**src/rtl/calc_result_display.sv**
```systemverilog
`default_nettype none
// ============================================================================
// Module      : calc_result_display
// Description : Converts the 8-bit calculator result to three BCD digits with a
//               sequential shift-add-3 engine and scans them onto a
//               multiplexed 3-digit seven-segment display.
//               Optional build macro: LEADING_ZERO_BLANK_EN (blank leading zeros).
// Revision    : 1.0 - initial release
// ============================================================================
module calc_result_display #(
    parameter int SCAN_DIV = 16
) (
    input  logic        clk,
    input  logic        rst,
    input  logic [7:0]  result,
    output logic [11:0] bcd,
    output logic        busy,
    output logic [6:0]  seg,
    output logic [2:0]  an
);

    typedef enum logic [1:0] {
        ST_IDLE  = 2'd0,
        ST_SHIFT = 2'd1,
        ST_DONE  = 2'd2
    } state_t;

    localparam int                 c_cnt_w     = (SCAN_DIV > 1) ? $clog2(SCAN_DIV) : 1;
    localparam logic [c_cnt_w-1:0] c_scan_last = c_cnt_w'(SCAN_DIV - 1);
    localparam logic [2:0]         c_last_shift = 3'd7;

    state_t             r_state;
    logic [19:0]        r_sh;
    logic [7:0]         r_last_val;
    logic [2:0]         r_cnt;
    logic [11:0]        r_bcd;
    logic               r_busy;

    logic [c_cnt_w-1:0] r_scan_cnt;
    logic [1:0]         r_digit;
    logic [6:0]         r_seg;
    logic [2:0]         r_an;

    logic [11:0]        w_adj;
    logic [19:0]        w_sh_next;
    logic [3:0]         w_nibble;
    logic               w_blank;
    logic [6:0]         w_seg;
    logic [2:0]         w_an;

    // Add-3 correction looks at the pre-shift nibble of each BCD digit.
    for (genvar i = 0; i < 3; i++) begin : g_nib
        assign w_adj[i*4 +: 4] = (r_sh[8 + i*4 +: 4] >= 4'd5) ?
                                 (r_sh[8 + i*4 +: 4] + 4'd3) :
                                  r_sh[8 + i*4 +: 4];
    end

    assign w_sh_next = {w_adj, r_sh[7:0]} << 1;

    always_ff @(posedge clk) begin
        if (rst) begin
            r_state    <= ST_IDLE;
            r_sh       <= 20'h00000;
            r_last_val <= 8'h00;
            r_cnt      <= 3'd0;
            r_bcd      <= 12'h000;
            r_busy     <= 1'b0;
        end else begin
            case (r_state)
                ST_IDLE: begin
                    if (result != r_last_val) begin
                        r_sh       <= {12'h000, result};
                        r_last_val <= result;
                        r_cnt      <= 3'd0;
                        r_busy     <= 1'b1;
                        r_state    <= ST_SHIFT;
                    end
                end
                ST_SHIFT: begin
                    r_sh  <= w_sh_next;
                    r_cnt <= r_cnt + 3'd1;
                    if (r_cnt == c_last_shift) begin
                        r_state <= ST_DONE;
                    end
                end
                ST_DONE: begin
                    r_bcd   <= r_sh[19:8];
                    r_busy  <= 1'b0;
                    r_state <= ST_IDLE;
                end
                default: begin
                    r_busy  <= 1'b0;
                    r_state <= ST_IDLE;
                end
            endcase
        end
    end

    always_comb begin
        w_nibble = 4'h0;
        w_an     = 3'b000;
        w_blank  = 1'b0;
        case (r_digit)
            2'd0: begin
                w_nibble = r_bcd[3:0];
                w_an     = 3'b001;
            end
            2'd1: begin
                w_nibble = r_bcd[7:4];
                w_an     = 3'b010;
`ifdef LEADING_ZERO_BLANK_EN
                w_blank  = (r_bcd[11:4] == 8'h00);
`endif
            end
            2'd2: begin
                w_nibble = r_bcd[11:8];
                w_an     = 3'b100;
`ifdef LEADING_ZERO_BLANK_EN
                w_blank  = (r_bcd[11:8] == 4'h0);
`endif
            end
            default: begin
                w_nibble = 4'h0;
                w_an     = 3'b000;
            end
        endcase
    end

    always_comb begin
        w_seg = 7'h00;
        if (!w_blank) begin
            case (w_nibble)
                4'd0:    w_seg = 7'h3F;
                4'd1:    w_seg = 7'h06;
                4'd2:    w_seg = 7'h5B;
                4'd3:    w_seg = 7'h4F;
                4'd4:    w_seg = 7'h66;
                4'd5:    w_seg = 7'h6D;
                4'd6:    w_seg = 7'h7D;
                4'd7:    w_seg = 7'h07;
                4'd8:    w_seg = 7'h7F;
                4'd9:    w_seg = 7'h6F;
                default: w_seg = 7'h00;
            endcase
        end
    end

    // Free-running scan; bcd updates appear on whichever digit is shown next.
    always_ff @(posedge clk) begin
        if (rst) begin
            r_scan_cnt <= '0;
            r_digit    <= 2'd0;
            r_seg      <= 7'h00;
            r_an       <= 3'b000;
        end else begin
            if (r_scan_cnt == c_scan_last) begin
                r_scan_cnt <= '0;
                r_digit    <= (r_digit == 2'd2) ? 2'd0 : (r_digit + 2'd1);
            end else begin
                r_scan_cnt <= r_scan_cnt + 1'b1;
            end
            r_seg <= w_seg;
            r_an  <= w_an;
        end
    end

    assign bcd  = r_bcd;
    assign busy = r_busy;
    assign seg  = r_seg;
    assign an   = r_an;

endmodule
`default_nettype wire
```
**config.mk**
```make
export PLATFORM = sky130hd
export DESIGN_NAME = calc_result_display
export DESIGN_NICKNAME = d
export VERILOG_FILES = /design/src/rtl/calc_result_display.sv
export SDC_FILE = /design/constraint.sdc
export NUM_CORES = 1
export LEC_CHECK = 0
export CORE_MARGIN = 1
export CORE_UTILIZATION = 60
export CTS_CLUSTER_DIAMETER = 40
export DETAILED_ROUTE_END_ITERATION = 7
export GPL_ROUTABILITY_DRIVEN = 0
export GPL_TIMING_DRIVEN = 0
export PLACE_DENSITY = 0.91
export RECOVER_POWER = 100
export SLEW_MARGIN = 25
export SYNTH_ARGS = -nofsm -noshare
export SYNTH_HDL_FRONTEND = slang
export SYNTH_SLANG_ARGS = --single-unit
```
**constraint.sdc**
```tcl
create_clock -name clk -period 3.6 [get_ports clk]
set_input_delay 0.36 -clock clk [delete_from_list [all_inputs] [get_ports clk]]
set_output_delay 0.36 -clock clk [all_outputs]
set_load 0.02 [all_outputs]
```
==> summary.md, run 1 <==
| Metric | Value |
|---|---|
| Status | `complete, but fails checks` |
| Failing checks | `design-rule violations` |
| Net Sw Frac | `between 20% and 30%` |
| Synth warnings | `0` |
| Later-pin clock latency in the skew report | `0.34 ns` |
| Largest net degree at the start of global routing | `12` |
| Post-synth top area share | `between 40% and 50%` |
| Routed len/inst | `14.8 um` |
| Mapped cell area | `about 2900 um2` |
| Post-synth EDFFs | `0` |
| First DRT Iteration DRCs | `between 100 and 150` |
| LEAKAGE | `approximately 1.3 nW` |
| Syn Inst Count | `between 300 and 400` |
| Critical Path Max Stage Delay | `roughly 0.58 ns` |
| Comb pwr share | `7.9%` |
| Root Buffer | `clkbuf_8` |
| N_diodes | `0` |
| Total core area | `4470 um2` |
| Global-route wire length before repair | `roughly 10000 um` |
| Crit share post-route | `70.0%` |
| TritonRoute pass-1 iters | `6` |
| Critical path launch point type | `primary input` |
| Kind of critical path | `in -> reg` |
| Max-slew violation count | `0` |
| CTS max path bufs | `2` |
| Final min period | `between 2 and 3 ns` |
| Layout cell share with drive strength beyond 1 | `between 7 and 8%` |
| Fmax | `about 0.40 GHz` |
| Post-CTS Resized | `0` |
| Hold Crit Class | `in -> reg` |
| Register area share after synthesis | `between 40% and 50%` |
| Sw power | `~0.00036 W` |
| TritonCTS buffer count | `9` |
| Critical-path top delay cell | `dlygate4sd3_1` |
| # setup viols final | `0` |
| TNS Setup | `0 ns` |
| Die Y | `between 70 and 80 um` |
| WHS | `0.329 ns` |
| Max Cap Violations | `0` |
| FP Rows | `24` |
| Cell-internal power | `0.00109 W` |
| Flops & latches, synth | `62` |
| DP Wirelength | `around 4300 um` |
| Htree depth | `3` |
| CP arrival | `about 2.8 ns` |
| Relative slew slack | `around 49%` |
| RSZ-0062 raised after global routing | `false` |
| Horiz. Die Dim | `71.2 um` |
| Maximum vdd drop | `~0.42 mV` |
| Synth area leaders | `dfxtp_1 43%, nand2_1 7.1%, a21oi_1 6.8%` |
| Power Density | `about 430 nW/um2` |
| Wirelength, routed | `6230 um` |
| Synthesized area per cell | `roughly 8.9 um2` |
| Overall routing resource usage | `26.4%` |
| Post-synthesis to final-layout area growth | `17.3%` |
| Initial core utilization | `64.2%` |
| Nets | `~400` |
| Crit Path Max Fanout | `10` |
| Vias/cell | `around 5.7` |
| Reg power frac | `about half` |
| Yosys top cell by area | `dfxtp_1` |
| Final Hold Viols | `0` |
| Post-synth cell types | `35` |
| IO Pins | `33` |
| Num Clock Sinks | `just over 60` |
| Final Skew | `0.00835 ns` |
| Synth async-reset ratio | `0%` |
| DR vias | `around 2400` |
| Initial antenna violation count | `0` |
| Post-CTS Setup Bufs | `0` |
| PortBufs | `31` |
| Die area | `around 5000 um2` |
| Via count of the first global-routing pass | `around 2300` |
| Antenna-violating nets left | `0` |
| Total gr overflow | `0` |
| Worst Path Required | `between 3 and 4 ns` |
| CTS clk-pin slew, worst paths | `0.07 ns` |
| Syn_nets | `348` |
| Post-CTS Hold Buffers | `0` |
| Util after Layout | `75.3%` |
| Main flop type after synthesis | `dfxtp_1` |
| Worst path cell trace | `dlygate4sd3_1 -> xnor2_1 -> nand4_1 -> o31ai_1 -> clkbuf_1 -> o21ai_0 -> a21oi_2` |
| Slew at the pin closest to its max-slew limit | `0.761 ns` |
| Crit end category | `flop` |
| CTS tree | `built` |
| Clk pwr share | `42.2%` |
| Post-route DRC violation count | `4` |
==> cell usage in the layout, fill, tap and decap left out, types with 2 or more instances in the layout <==
cell type        instances
nand3_1                  7
a22oi_1                  7
clkbuf_1                14
xnor2_1                  8
dlygate4sd3_1           24
clkinv_2                 3
nor2b_1                  5
ha_1                    15
clkbuf_8                10
dfxtp_1                 62
nor2_1                  24
xnor2_2                  4
o21ai_0                 14
mux2i_1                  7
a21oi_1                 39
and2_1                   4
o211ai_1                 7
nor3_1                   7
clkdlybuf4s50_1          7
a2bb2oi_1                2
a31oi_1                  7
nand2_1                 54
inv_1                   11
nand2b_1                 5
a21oi_2                  3
nor3b_1                  3
o22a_1                   2
xor2_1                   2
==> registers in the layout, summed over array words and instances (netlist names) <==
name,cells
an,3
bcd,12
busy,1
r_cnt,3
r_digit,2
r_last_val,8
r_scan_cnt,4
r_sh,20
r_state,2
seg,7
==> cells by family after synthesis <==
family                   after synthesis  synth area share [%]
buffers and inverters                 28                  4.75
XOR/XNOR                              14                  5.31
adder cells (fa/ha/maj)               15                  6.53
AO/OA/AOI/OAI                         83                  18.8
AND/OR/NAND/NOR                      113                  18.6
flip-flops                            62                  43.2
multiplexers                           8                  2.83
==> metrics by stage <==
stage | area, um2 | worst slack [ns] | total power, W | std cells
floorplan | 2870 | 2.00 | 0.000817 | 323
global placement | 3250 | 1.49 | 0.000854 | 406
detailed placement | 3250 | 1.45 | 0.000860 | 406
CTS | 3450 | 1.74 | 0.00147 | 422
global route | 3370 | 0.903 | 0.00149 | 422
finish | 3370 | 1.08 | 0.00145 | 422
==> synthesized netlist by cell type (7+ instances only) <==
cell / number
mux2i_1: 7
o21ai_0: 10
ha_1: 15
nand2_1: 54
nor2_1: 24
a22oi_1: 7
a31oi_1: 7
nand3_1: 7
xnor2_1: 8
dfxtp_1: 62
nor3_1: 7
o211ai_1: 7
a21oi_1: 39
clkbuf_1: 11
inv_1: 11
==> worst max-delay path: cells and delay by family <==
| kind | cells | cell delay (ns) |
|---|---|---|
| buffers and inverters | 2 | 1.02 |
| AO/OA/AOI/OAI | 3 | 0.84 |
| AND/OR/NAND/NOR | 1 | 0.37 |
| XOR/XNOR | 1 | 0.20 |
==> cell type report <==
type,instances,area [um2]
inverters,11,41.3
fillers,328,1100
well taps,52,65.1
multi-input cells,233,1440
repair buffers,31,310
plain buffers,17,76.3
clock inverters,6,61.3
flip-flops and latches,62,1240
clock buffers,10,138
==> power groups by stage <==
stage / Combinational [W] / Clock [W] / Sequential (W)
after global placement: 0.000117 / 0 / 0.000738
after floorplan: 0.0000739 / 0 / 0.000743
after global routing: 0.000124 / 0.000645 / 0.000725
after detailed placement: 0.000121 / 0 / 0.000739
after CTS: 0.000122 / 0.000621 / 0.000724
final: 0.000114 / 0.000612 / 0.000723
==> path summary, 6_finish.rpt <==
check	start	to	slack (ns)	depth (start not counted)
worst min-delay path	rst	an[1]	0.33	2
worst min register to register	r_sh[5]	r_sh[5]	0.47	2
worst max-delay path	result[0]	r_sh[15]	1.08	7
worst max register to register	r_digit[1]	seg[4]	1.23	6
==> routing by layer <==
metal  vias up  global-route usage (%)  routed length (um)
li1       1191                       -                   -
met1      1134                    30.6                2740
met2        68                    44.6                2990
met3        20                    5.70                 299
met4         0                    15.8                 205
met5         -                       0                   0
(Power assumes the default switching activity.)
==> run 2, diff against run 1 <==
- CORE_UTILIZATION: 60 -> 55
- PLACE_DENSITY: 0.91 -> 0.84
- clock period: 3.6 -> 2.4 ns (I/O delays scaled with it)
==> summary.md, run 2 (synthesis results as in run 1) <==
| Metric | Value |
|---|---|
| Wirelength, routed | `6410 um (+2.9%)` |
| Cell-internal power | `0.00158 W (+45%)` |
| Antenna-violating nets left | `0 (unchanged)` |
| Nets | `390 (unchanged)` |
| Critical path launch point type | `primary input` |
| LEAKAGE | `1.32 nW (+0.28%)` |
| Worst Path Required | `2.67 ns (-1.20 ns)` |
| Later-pin clock latency in the skew report | `0.34 ns (about the same)` |
| Layout cell share with drive strength beyond 1 | `8.42% (+0.59 points)` |
| Commonest non-fill, non-tap cell in the layout | `dfxtp_1` |
| Cell area after layout | `3410 um2 (+1.3%)` |
| Slew at the pin closest to its max-slew limit | `0.715 ns (-0.0459 ns)` |
| Horiz. Die Dim | `74.3 um (+4.3%)` |
| Vias/cell | `5.50 (-3.8%)` |
| Num Clock Sinks | `62 (unchanged)` |
| Kind of critical path | `in -> reg` |
| Initial antenna violation count | `0 (unchanged)` |
| Total core area | `4880 um2 (+9.1%)` |
| WHS | `0.203 ns (-0.125 ns)` |
| Die area | `5520 um2 (+8.8%)` |
| Worst setup path endpoint | `r_sh[11]` |
| Die Y | `74.3 um (+4.3%)` |
| Worst r2r src | `r_last_val[0]` |
| Clk pwr share | `39.4% (-2.8 points)` |
| Largest net degree at the start of global routing | `11 (-1)` |
| Final min period | `between 2 and 2.5 ns` |
| RSZ-0062 raised after global routing | `false` |
| # setup viols final | `0 (unchanged)` |
| Post-CTS Resized | `0 (unchanged)` |
| Maximum vdd drop | `0.336 mV (-19%)` |
| Most frequent cells in the layout | `62 x dfxtp_1, 54 x nand2_1, 39 x a21oi_1` |
| Crit end category | `flop` |
| Post-synthesis to final-layout area growth | `18.8%` |
| Status | `finished, final reports clean` |
| IO Pins | `33 (unchanged)` |
| Max-slew violation count | `0 (unchanged)` |
| Comb pwr share | `8.5% (+0.6 points)` |
| Net Sw Frac | `24.1% (-0.59 points)` |
| CP arrival | `2.29 ns (-0.50 ns)` |
| First DRT Iteration DRCs | `173 (+34%)` |
| TritonRoute pass-1 iters | `5 (-1)` |
| Post-CTS Setup Bufs | `0 (unchanged)` |
| TritonCTS buffer count | `9 (unchanged)` |
| Reg2Reg Depth | `6 (unchanged)` |
| Hold depth | `2 (unchanged)` |
| Root Buffer | `clkbuf_8` |
| Max Cap Violations | `0 (unchanged)` |
| PortBufs | `31 (unchanged)` |
| Initial core utilization | `58.9% (-5.3 points)` |
| Post-CTS Hold Buffers | `0 (unchanged)` |
| Most flop-heavy register | `r_sh` |
| Relative slew slack | `52.1% (+3.4 points)` |
| Fmax | `around 0.5 GHz` |
| TNS Setup | `0 ns (unchanged)` |
| Overall routing resource usage | `25.6% (-0.78 points)` |
| N_diodes | `0 (unchanged)` |
| Finished Layout Cells | `435 (+3.1%)` |
| Htree depth | `3 (unchanged)` |
| DP Wirelength | `4320 um (+0.91%)` |
| Final Skew | `0.00577 ns (-0.00258 ns)` |
| Power Density | `611 nW/um2 (+42%)` |
| CTS max path bufs | `2 (unchanged)` |
| CTS clk-pin slew, worst paths | `0.07 ns (about the same)` |
| Routed len/inst | `14.7 um (-0.17%)` |
| Number of flip-flops in the largest register | `20 (unchanged)` |
| CTS tree | `built` |
| FP Rows | `25 (+4.2%)` |
| Crit share post-route | `about 84%` |
| Post-route DRC violation count | `0 (-4)` |
| Cell area after placement | `3270 um2 (+0.58%)` |
| Worst R2R Setup Slack | `0.44 ns (-0.79 ns)` |
| Util after Layout | `69.9% (-5.4 points)` |
| Hold Crit Class | `in -> reg` |
| Total gr overflow | `0 (unchanged)` |
| Global-route wire length before repair | `10400 um (+0.74%)` |
| Via count of the first global-routing pass | `2191 (-4.7%)` |
| Final Hold Viols | `0 (unchanged)` |
| Sw power | `0.000503 W (+40%)` |
| RR Endpoint | `r_sh[11]` |
| Crit Path Max Fanout | `10 (unchanged)` |
| DR vias | `2394 (-0.79%)` |
| Placed cell count | `421 (+3.7%)` |
| Critical Path Start | `result[0]` |
| Reg power frac | `52.1% (+2.2 points)` |
==> run 2: changes by cell type in the layout (fill, tap and decap cells not counted), sizes merged <==
cell	previous run	this run
dlygate4sd3	24	23
clkbuf	24	25
clkinvlp	1	0
buf	3	5
clkdlybuf4s50	7	8
bufinv	1	0
clkinv	4	1
==> run 2: stage by stage <==
stage / power [W] / setup WS (ns)
detailed placement: 0.00129 / 0.369
finish: 0.00209 / 0.378
floorplan: 0.00123 / 0.796
CTS: 0.00210 / 0.598
global placement: 0.00128 / 0.405
global route: 0.00215 / 0.267
==> run 2: cell type report <==
type | count | area, um2
Clock buffer | 13 | 169
Clock inverter | 1 | 5.00
Timing Repair Buffer | 31 | 310
Inverter | 11 | 41.3
Buffer | 17 | 93.8
Multi-Input combinational cell | 233 | 1470
Fill cell | 384 | 1470
Sequential cell | 62 | 1240
Tap cell | 67 | 83.8
==> run 2: worst min path at each step <==
stage               startpoint            end  slack [ns]
floorplan            result[0]  r_last_val[0]        0.38
global placement          busy           busy        0.45
detailed placement        busy           busy        0.45
CTS                        rst          an[1]        0.20
global route               rst          an[1]        0.27
finish                     rst          an[1]        0.20
==> run 2: power by group through the flow <==
stage / Clock (W) / Sequential [W] / Combinational, W
6_report: 0.000822 / 0.00109 / 0.000178
5_1_grt: 0.000872 / 0.00109 / 0.000193
3_3_place_gp: 0 / 0.00111 / 0.000176
3_5_place_dp: 0 / 0.00111 / 0.000183
2_1_floorplan: 0 / 0.00111 / 0.000111
4_1_cts: 0.000828 / 0.00109 / 0.000185
==> run 2: worst max-delay path, cell delays in order <==
cell and delay [ns]:
clkdlybuf4s50_1 0.51, xnor2_1 0.15, nand4_1 0.49, o31ai_4 0.41
buf_6 0.19, o21ai_0 0.14, a21oi_2 0.15
==> run 2: per-layer routing <==
metal	GRT usage [%]	up-vias	routed length [um]
met4	11.5	0	131
met2	43.9	69	3150
met1	30.6	1120	2860
met5	0	-	0
met3	5.69	15	263
li1	-	1190	-
